==> config.mk <==
export PLATFORM = sky130hd
export DESIGN_NAME = fetch_stage
export DESIGN_NICKNAME = d
export VERILOG_FILES = /design/src/rtl/fetch_stage.sv
export SDC_FILE = /design/constraint.sdc
export NUM_CORES = 1
export LEC_CHECK = 0
export BUFFER_PORTS_ARGS = -buffer_cell sky130_fd_sc_hd__clkbuf_2
export CAP_MARGIN = 20
export CORE_UTILIZATION = 46
export DETAILED_ROUTE_END_ITERATION = 12
export GPL_TIMING_DRIVEN = 1
export PLACE_DENSITY = 0.77
export SYNTH_ARGS = -nofsm -noshare
export SYNTH_HDL_FRONTEND = slang
export SYNTH_SLANG_ARGS = --single-unit
==> constraint.sdc <==
create_clock -name clk_i -period 3.1 [get_ports clk_i]
set_input_delay 0 -clock clk_i [delete_from_list [all_inputs] [get_ports clk_i]]
set_output_delay 0 -clock clk_i [all_outputs]
set_load 0.02 [all_outputs]
==> src/rtl/fetch_stage.sv <==
// Instruction-fetch stage: PC register, next-PC select, IF/ID pipeline register and
// saturating stall/flush event counters for performance debug.
module fetch_stage #(
  parameter int unsigned          PC_WIDTH  = 32,
  parameter logic [PC_WIDTH-1:0]  RESET_PC  = '0,
  parameter int unsigned          CNT_WIDTH = 16
) (
  input  logic                 clk_i,
  input  logic                 rst_i,
  input  logic                 PCwrite,
  input  logic                 IF_IDwrite,
  input  logic                 IF_flush,
  input  logic                 branch_i,
  input  logic [PC_WIDTH-1:0]  branch_target_i,
  input  logic                 jump_i,
  input  logic [PC_WIDTH-1:0]  jump_target_i,
  output logic [PC_WIDTH-1:0]  imem_addr_o,
  input  logic [31:0]          imem_data_i,
  output logic [PC_WIDTH-1:0]  IF_ID_pc_plus4_o,
  output logic [31:0]          IF_ID_instr_o,
  output logic                 IF_ID_valid_o,
  output logic [CNT_WIDTH-1:0] stall_cnt_o,
  output logic [CNT_WIDTH-1:0] flush_cnt_o
);

  localparam logic [PC_WIDTH-1:0] PcStep = PC_WIDTH'(4);

  logic [PC_WIDTH-1:0]  pcQ, pcD, pcPlus4;
  logic [PC_WIDTH-1:0]  ifPcPlus4Q, ifPcPlus4D;
  logic [31:0]          ifInstrQ, ifInstrD;
  logic                 ifValidQ, ifValidD;
  logic [CNT_WIDTH-1:0] stallCntQ, stallCntD;
  logic [CNT_WIDTH-1:0] flushCntQ, flushCntD;
  logic                 stallEvent;

  // Wraps modulo 2^PC_WIDTH by construction.
  assign pcPlus4 = pcQ + PcStep;

  // Redirects take priority over a stall; the branch belongs to the older instruction.
  always_comb begin
    pcD = pcQ;
    if (branch_i) begin
      pcD = branch_target_i;
    end else if (jump_i) begin
      pcD = jump_target_i;
    end else if (PCwrite) begin
      pcD = pcPlus4;
    end
  end

  always_comb begin
    ifPcPlus4D = ifPcPlus4Q;
    ifInstrD   = ifInstrQ;
    ifValidD   = ifValidQ;
    if (IF_flush) begin
      ifPcPlus4D = '0;
      ifInstrD   = '0;
      ifValidD   = 1'b0;
    end else if (IF_IDwrite) begin
      ifPcPlus4D = pcPlus4;
      ifInstrD   = imem_data_i;
      ifValidD   = 1'b1;
    end
  end

  assign stallEvent = !IF_IDwrite && !IF_flush;

  always_comb begin
    stallCntD = stallCntQ;
    flushCntD = flushCntQ;
    if (stallEvent && (stallCntQ != '1)) begin
      stallCntD = stallCntQ + 1'b1;
    end
    if (IF_flush && (flushCntQ != '1)) begin
      flushCntD = flushCntQ + 1'b1;
    end
  end

  always_ff @(posedge clk_i or posedge rst_i) begin
    if (rst_i) begin
      pcQ        <= RESET_PC;
      ifPcPlus4Q <= '0;
      ifInstrQ   <= '0;
      ifValidQ   <= 1'b0;
      stallCntQ  <= '0;
      flushCntQ  <= '0;
    end else begin
      pcQ        <= pcD;
      ifPcPlus4Q <= ifPcPlus4D;
      ifInstrQ   <= ifInstrD;
      ifValidQ   <= ifValidD;
      stallCntQ  <= stallCntD;
      flushCntQ  <= flushCntD;
    end
  end

  assign imem_addr_o      = pcQ;
  assign IF_ID_pc_plus4_o = ifPcPlus4Q;
  assign IF_ID_instr_o    = ifInstrQ;
  assign IF_ID_valid_o    = ifValidQ;
  assign stall_cnt_o      = stallCntQ;
  assign flush_cnt_o      = flushCntQ;

endmodule

==> flow_summary_export.csv, run 1 <==
group,metric,value,unit
placement,port_buffers,231,
final_layout,stdcell_area,9450,um2
timing,tightest_slew,959,ps
drt,vias,6505,
synthesis,synth_nets,787,
final_layout,num_antenna_cells,0,
floorplan,die_y,122,um
drt,vias_per_cell,5.50,
clocking,clk_root_buffer_cell,"clkbuf_16",
timing,worst_slack,433,ps
placement,place_area,7930,um2
synthesis,synth-edff-count,0,
timing,holdWs,14.4,ps
clocking,cts_tree,"done",
synthesis,synth_fa_ha_area_frac,0.00567,
clocking,clk_pin_slew_worst_paths,60,ps
global_route,overflow,0,
timing,drv_slew,0,
timing,tns,0,ps
drt,top_layer,"met4",
clocking,htreeDepth,4,
critical_path,worstPathRequired,3390,ps
synthesis,synth_ff_type,"dfrtp_1",
final_layout,final_layout_size_suffix_gt1_frac,0.284,
clocking,post_cts_buffers,0,
global_route,grt_pass1_wl,32.4,mm
synthesis,yosys_warnings,0,
clocking,clock_path_buffers,2,
final_layout,final_common_cell,"clkbuf_2",
critical_path,worstSetupPathType,"reg -> reg",
critical_path,endpoint_kind,"flip-flop",
drt,wl_met3,1.76,mm
drt,drc_errors,0,
drt,wl_met1,8.47,mm
synthesis,synthXorXnorAreaFrac,0.0821,
timing,rsz0062_at_grt,"no",
final_layout,fin_cells,1182,
timing,max_freq,0.375,GHz
final_layout,layout.nets,1095,
final_layout,final_cell_mix,"clkbuf_2, dfrtp_1, nor2_1, dlygate4sd3_1, nand2_1",
placement,placedCellCount,1060,
floorplan,std_cell_rows,43,
synthesis,synth_top_family_by_area,"simple AND/OR/NAND/NOR gates",
timing,fin_crit,2670,ps
critical_path,start_kind,"flip-flop",
floorplan,die_width,122,um
clocking,clkLatencyLatePin,410,ps
synthesis,synth_area,6620,um2
floorplan,start_util,0.475,
global_route,grt_max_degree,70,
synthesis,synth-seq-cells,129,
synthesis,synth.yosys.seq_area_share,0.488,
floorplan,fp.coreArea,13900,um2
timing,setup_violations,0,
critical_path,cp_max_fo,6,
floorplan,die_area,14900,um2
drt,first_pass_iters,8,
global_route,antenna_found_initial,0,
global_route,grt_pass1_vias,6352,
clocking,numCtsBuffers,17,
synthesis,synthMuxAreaShare,0.0700,
run_status,status,"finished clean",
placement,dp_slack,977,ps
synthesis,synth_compound_area_frac,0.117,
drt,route.detailed.wl_per_inst,17.7,um
global_route,grt_usage,0.287,
hold_path,holdCritPathClass,"in -> reg",
placement,gp_congestion,0.936,
synthesis,synthCells,681,
clocking,cts_resized,0,
hold_path,whs_path_depth,4,
synthesis,synth-simple-area-share,0.204,
timing,hold_viol,0,
clocking,clock_sinks,129,
flow_run,cap_violations,0,
final_layout,syn_to_final_growth,42.8,%
drt,ant_nets,0,
power,powerDensity,572,nW/um2
drt,wl_met2,10.3,mm
power,p_leak,0.00462,uW
critical_path,rr_worst_depth,6,
timing,relSlewSlack,0.358,
synthesis,yosys.cell_types.count,55,
synthesis,async_flop_share,1.00,
synthesis,syn_avg_cell_area,9.72,um2
drt,drtIter0Drc,550,
power,ir_drop,0.383,mV
timing,timing.final.crit_share,0.860,
critical_path,worstPathArrival,2960,ps
timing,skew,7.50,ps
placement,hpwlAfterDp,13.9,mm
drt,wl,21.0,mm
final_layout,nFillCells,1086,
floorplan,io_pins,232,
==> final timing paths <==
kind | slack (ps) | endpoint | startpoint
min in group asynchronous | 160 | stall_cnt_o[8] | rst_i
worst min-delay path | 10 | imem_addr_o[18] | branch_target_i[18]
worst max register to register | 430 | imem_addr_o[31] | imem_addr_o[2]
max in group asynchronous | 1990 | imem_addr_o[12] | rst_i
worst min register to register | 500 | IF_ID_valid_o | IF_ID_valid_o
worst max-delay path | 430 | imem_addr_o[31] | imem_addr_o[2]
==> layout make-up <==
cell class | instances | area (um2) | area share
sequential | 129 | 3230 | 0.342
multi-input combinational | 495 | 3170 | 0.335
timing repair buffer | 331 | 2150 | 0.227
clock buffer | 21 | 460 | 0.0487
tap | 180 | 225 | 0.0238
clock inverter | 11 | 160 | 0.0170
inverter | 15 | 60.1 | 0.00636
==> synth_stat cells (15+ instances only) <==
cell type | instances | area, um2
nand4_1 | 21 | 131
nor3_1 | 18 | 90.1
a211oi_1 | 29 | 218
dfrtp_1 | 129 | 3230
clkbuf_1 | 31 | 116
inv_1 | 15 | 56.3
mux2i_1 | 44 | 440
nor2_1 | 102 | 383
a21oi_1 | 28 | 140
nand3_1 | 23 | 115
xor2_1 | 25 | 219
xnor2_1 | 37 | 324
o21ai_0 | 20 | 100
and3_1 | 16 | 100
nand2_1 | 48 | 180
==> worst max-delay path: stages (launching register included) <==
cell and delay (ps):
dfrtp_1 490, nand2_1 240, nor4_4 510, nand4_1 230, and4_1 250, a211o_1 270, dlygate4sd3_1 560
==> sequential cells by signal, summed over array words and instances, names as in the netlist <==
name              cells
imem_addr_o          32
stall_cnt_o          16
IF_ID_pc_plus4_o     32
IF_ID_instr_o        32
flush_cnt_o          16
IF_ID_valid_o         1
==> report_power, final <==
group / internal [uW] / switching, uW / total [uW] / leakage, uW
sequential: 1870 / 248 / 2120 / 0.00165
combinational: 491 / 704 / 1200 / 0.00266
clock: 1380 / 718 / 2100 / 0.000303
total: 3740 / 1670 / 5410 / 0.00462
==> per-layer routing <==
metal  global-route usage  vias to the layer above
li1                     -                     3043
met1                0.355                     3102
met2                0.489                      322
met3               0.0702                       38
met4               0.0918                        0
met5                    0                        -
==> cell families (layout without fill, tap and decap cells) <==
family,after synthesis,after routing
adder cells (fa/ha/maj),3,3
AND/OR/NAND/NOR,269,269
flip-flops,129,129
multiplexers,46,46
XOR/XNOR,62,62
AO/OA/AOI/OAI,115,115
buffers and inverters,57,378
==> per-stage QoR <==
| stage | utilization | total power, uW |
|---|---|---|
| finish | 0.678 | 5410 |
| global route | 0.678 | 5640 |
| CTS | 0.678 | 5430 |
| detailed placement | 0.569 | 3200 |
| global placement | 0.569 | 3180 |
| floorplan | - | 2770 |
==> repair_timing <==
action                                  in CTS  in global routing
endpoints found under the hold margin       83                  0
hold buffers                                90                  0
endpoints found under the setup margin       0                  0
Power figures use the tool's default switching activity.
==> run 2, diff against run 1 <==
CORE_UTILIZATION = 48   (was 46)
clock period = 2.6 ns   (was 3.1 ns; I/O delays follow)
==> flow_summary_export.csv, run 2 (synthesized netlist as in run 1, its figures left out) <==
group,metric,value,unit
run_status,status,"finished clean",
hold_path,whs_path_depth,3,
timing,hold_viol,0,
global_route,grt_pass1_vias,6372,
clocking,htreeDepth,4,
critical_path,endpoint_kind,"flip-flop",
global_route,antenna_found_initial,0,
global_route,overflow,0,
placement,hpwlAfterDp,13.7,mm
placement,gp_congestion,0.944,
drt,ant_nets,0,
drt,vias,6542,
timing,relSlewSlack,0.537,
hold_path,holdCritPathClass,"in -> reg",
timing,setup_violations,0,
clocking,clkLatencyLatePin,420,ps
drt,route.detailed.wl_per_inst,17.5,um
floorplan,die_y,119,um
final_layout,final_cell_mix,"clkbuf_2, dfrtp_1, nor2_1, dlygate4sd3_1, nand2_1",
floorplan,std_cell_rows,42,
final_layout,num_antenna_cells,0,
final_layout,fin_cells,1182,
timing,rsz0062_at_grt,"no",
clocking,clock_sinks,129,
clocking,numCtsBuffers,17,
timing,max_freq,0.408,GHz
final_layout,nFillCells,957,
critical_path,cp.depth,6,
floorplan,io_pins,232,
timing,drv_slew,0,
critical_path,worstPathArrival,2800,ps
drt,vias_per_cell,5.53,
global_route,grt_pass1_wl,32.7,mm
final_layout,layout.nets,1099,
global_route,grt_usage,0.298,
floorplan,die_width,119,um
floorplan,fp.coreArea,13300,um2
critical_path,slowest_delay,610,ps
critical_path,cp_max_fo,8,
floorplan,die_area,14300,um2
timing,skew,9.83,ps
drt,drtIter0Drc,533,
drt,drc_errors,0,
critical_path,worst_path_max_delay_cell,"dlygate4sd3_1",
clocking,cts_tree,"done",
timing,tightest_slew,692,ps
final_layout,final_layout_size_suffix_gt1_frac,0.292,
global_route,grt_max_degree,91,
placement,port_buffers,231,
drt,wl,20.7,mm
power,p_leak,0.00464,uW
critical_path,worstPathRequired,2950,ps
final_layout,syn_to_final_growth,43.8,%
timing,tns,0,ps
timing,fin_crit,2450,ps
power,powerDensity,687,nW/um2
critical_path,crit_buf_inv,1,
critical_path,start_kind,"flip-flop",
power,ir_drop,0.407,mV
critical_path,cp_top_family,"simple AND/OR/NAND/NOR gates",
critical_path,cp_cell_sequence,"nand3_1 -> nor3_2 -> and2_1 -> a222oi_1 -> dlygate4sd3_1 -> o2bb2ai_1",
clocking,clk_root_buffer_cell,"clkbuf_16",
drt,first_pass_iters,6,
floorplan,start_util,0.496,
flow_run,cap_violations,0,
final_layout,final_common_cell,"clkbuf_2",
critical_path,rr_worst_depth,6,
clocking,clock_path_buffers,2,
placement,placedCellCount,1059,
critical_path,worstSetupPathType,"reg -> reg",
timing,timing.final.crit_share,0.944,
power,total_power,6530,uW
clocking,clk_pin_slew_worst_paths,60,ps
[run 2: metrics by stage]
step	cell area, um2	utilization	hold WS (ps)	setup slack (ps)
global route	9520	0.713	38.3	11.9
CTS	9500	0.712	5.24	73.1
finish	9520	0.713	9.31	146
detailed placement	7960	0.596	185	550
floorplan	6620	-	121	592
global placement	7960	0.596	172	597
[run 2: repair_timing]
| action | 4_1_cts | 5_1_grt |
|---|---|---|
| hold buffers | 90 | 0 |
| resized for setup | 0 | 3 |
| hold endpoints to repair | 192 | 0 |
| setup endpoints to repair | 0 | 3 |
| setup buffers | 0 | 1 |
[run 2: layer usage]
layer	vias up	global-route usage	share of wire
met5	-	0	0
met4	0	0.126	0.021
met3	42	0.0690	0.077
met2	371	0.508	0.50
met1	3071	0.362	0.40
li1	3058	-	-
[run 2: worst paths after layout]
| check | startpoint | end | slack, ps |
|---|---|---|---|
| worst max-delay path | imem_addr_o[9] | imem_addr_o[17] | 150 |
| worst min-delay path | jump_target_i[2] | imem_addr_o[2] | 9 |
| worst max register to register | imem_addr_o[9] | imem_addr_o[17] | 150 |
| worst min register to register | flush_cnt_o[9] | flush_cnt_o[9] | 500 |
| max in group asynchronous | rst_i | IF_ID_pc_plus4_o[18] | 1930 |
| min in group asynchronous | rst_i | IF_ID_instr_o[24] | 270 |
[run 2: cell type report]
type | count | area [um2] | area share
clock buffer | 17 | 425 | 0.0447
multi-input combinational | 495 | 3170 | 0.334
sequential | 129 | 3230 | 0.339
timing repair buffer | 335 | 2190 | 0.230
clock inverter | 15 | 216 | 0.0227
tap | 176 | 220 | 0.0231
inverter | 15 | 60.1 | 0.00631
[run 2: worst min-delay path, stage by stage]
cell and delay, ps:
clkbuf_2 100, a21oi_1 130, o21ai_0 130
[run 2: power by group]
part           switching [uW]  leakage, uW  total [uW]  internal [uW]
sequential                290      0.00165        2520           2230
clock                     903     0.000301        2590           1690
combinational             832      0.00269        1420            591
total                    2030      0.00464        6530           4510
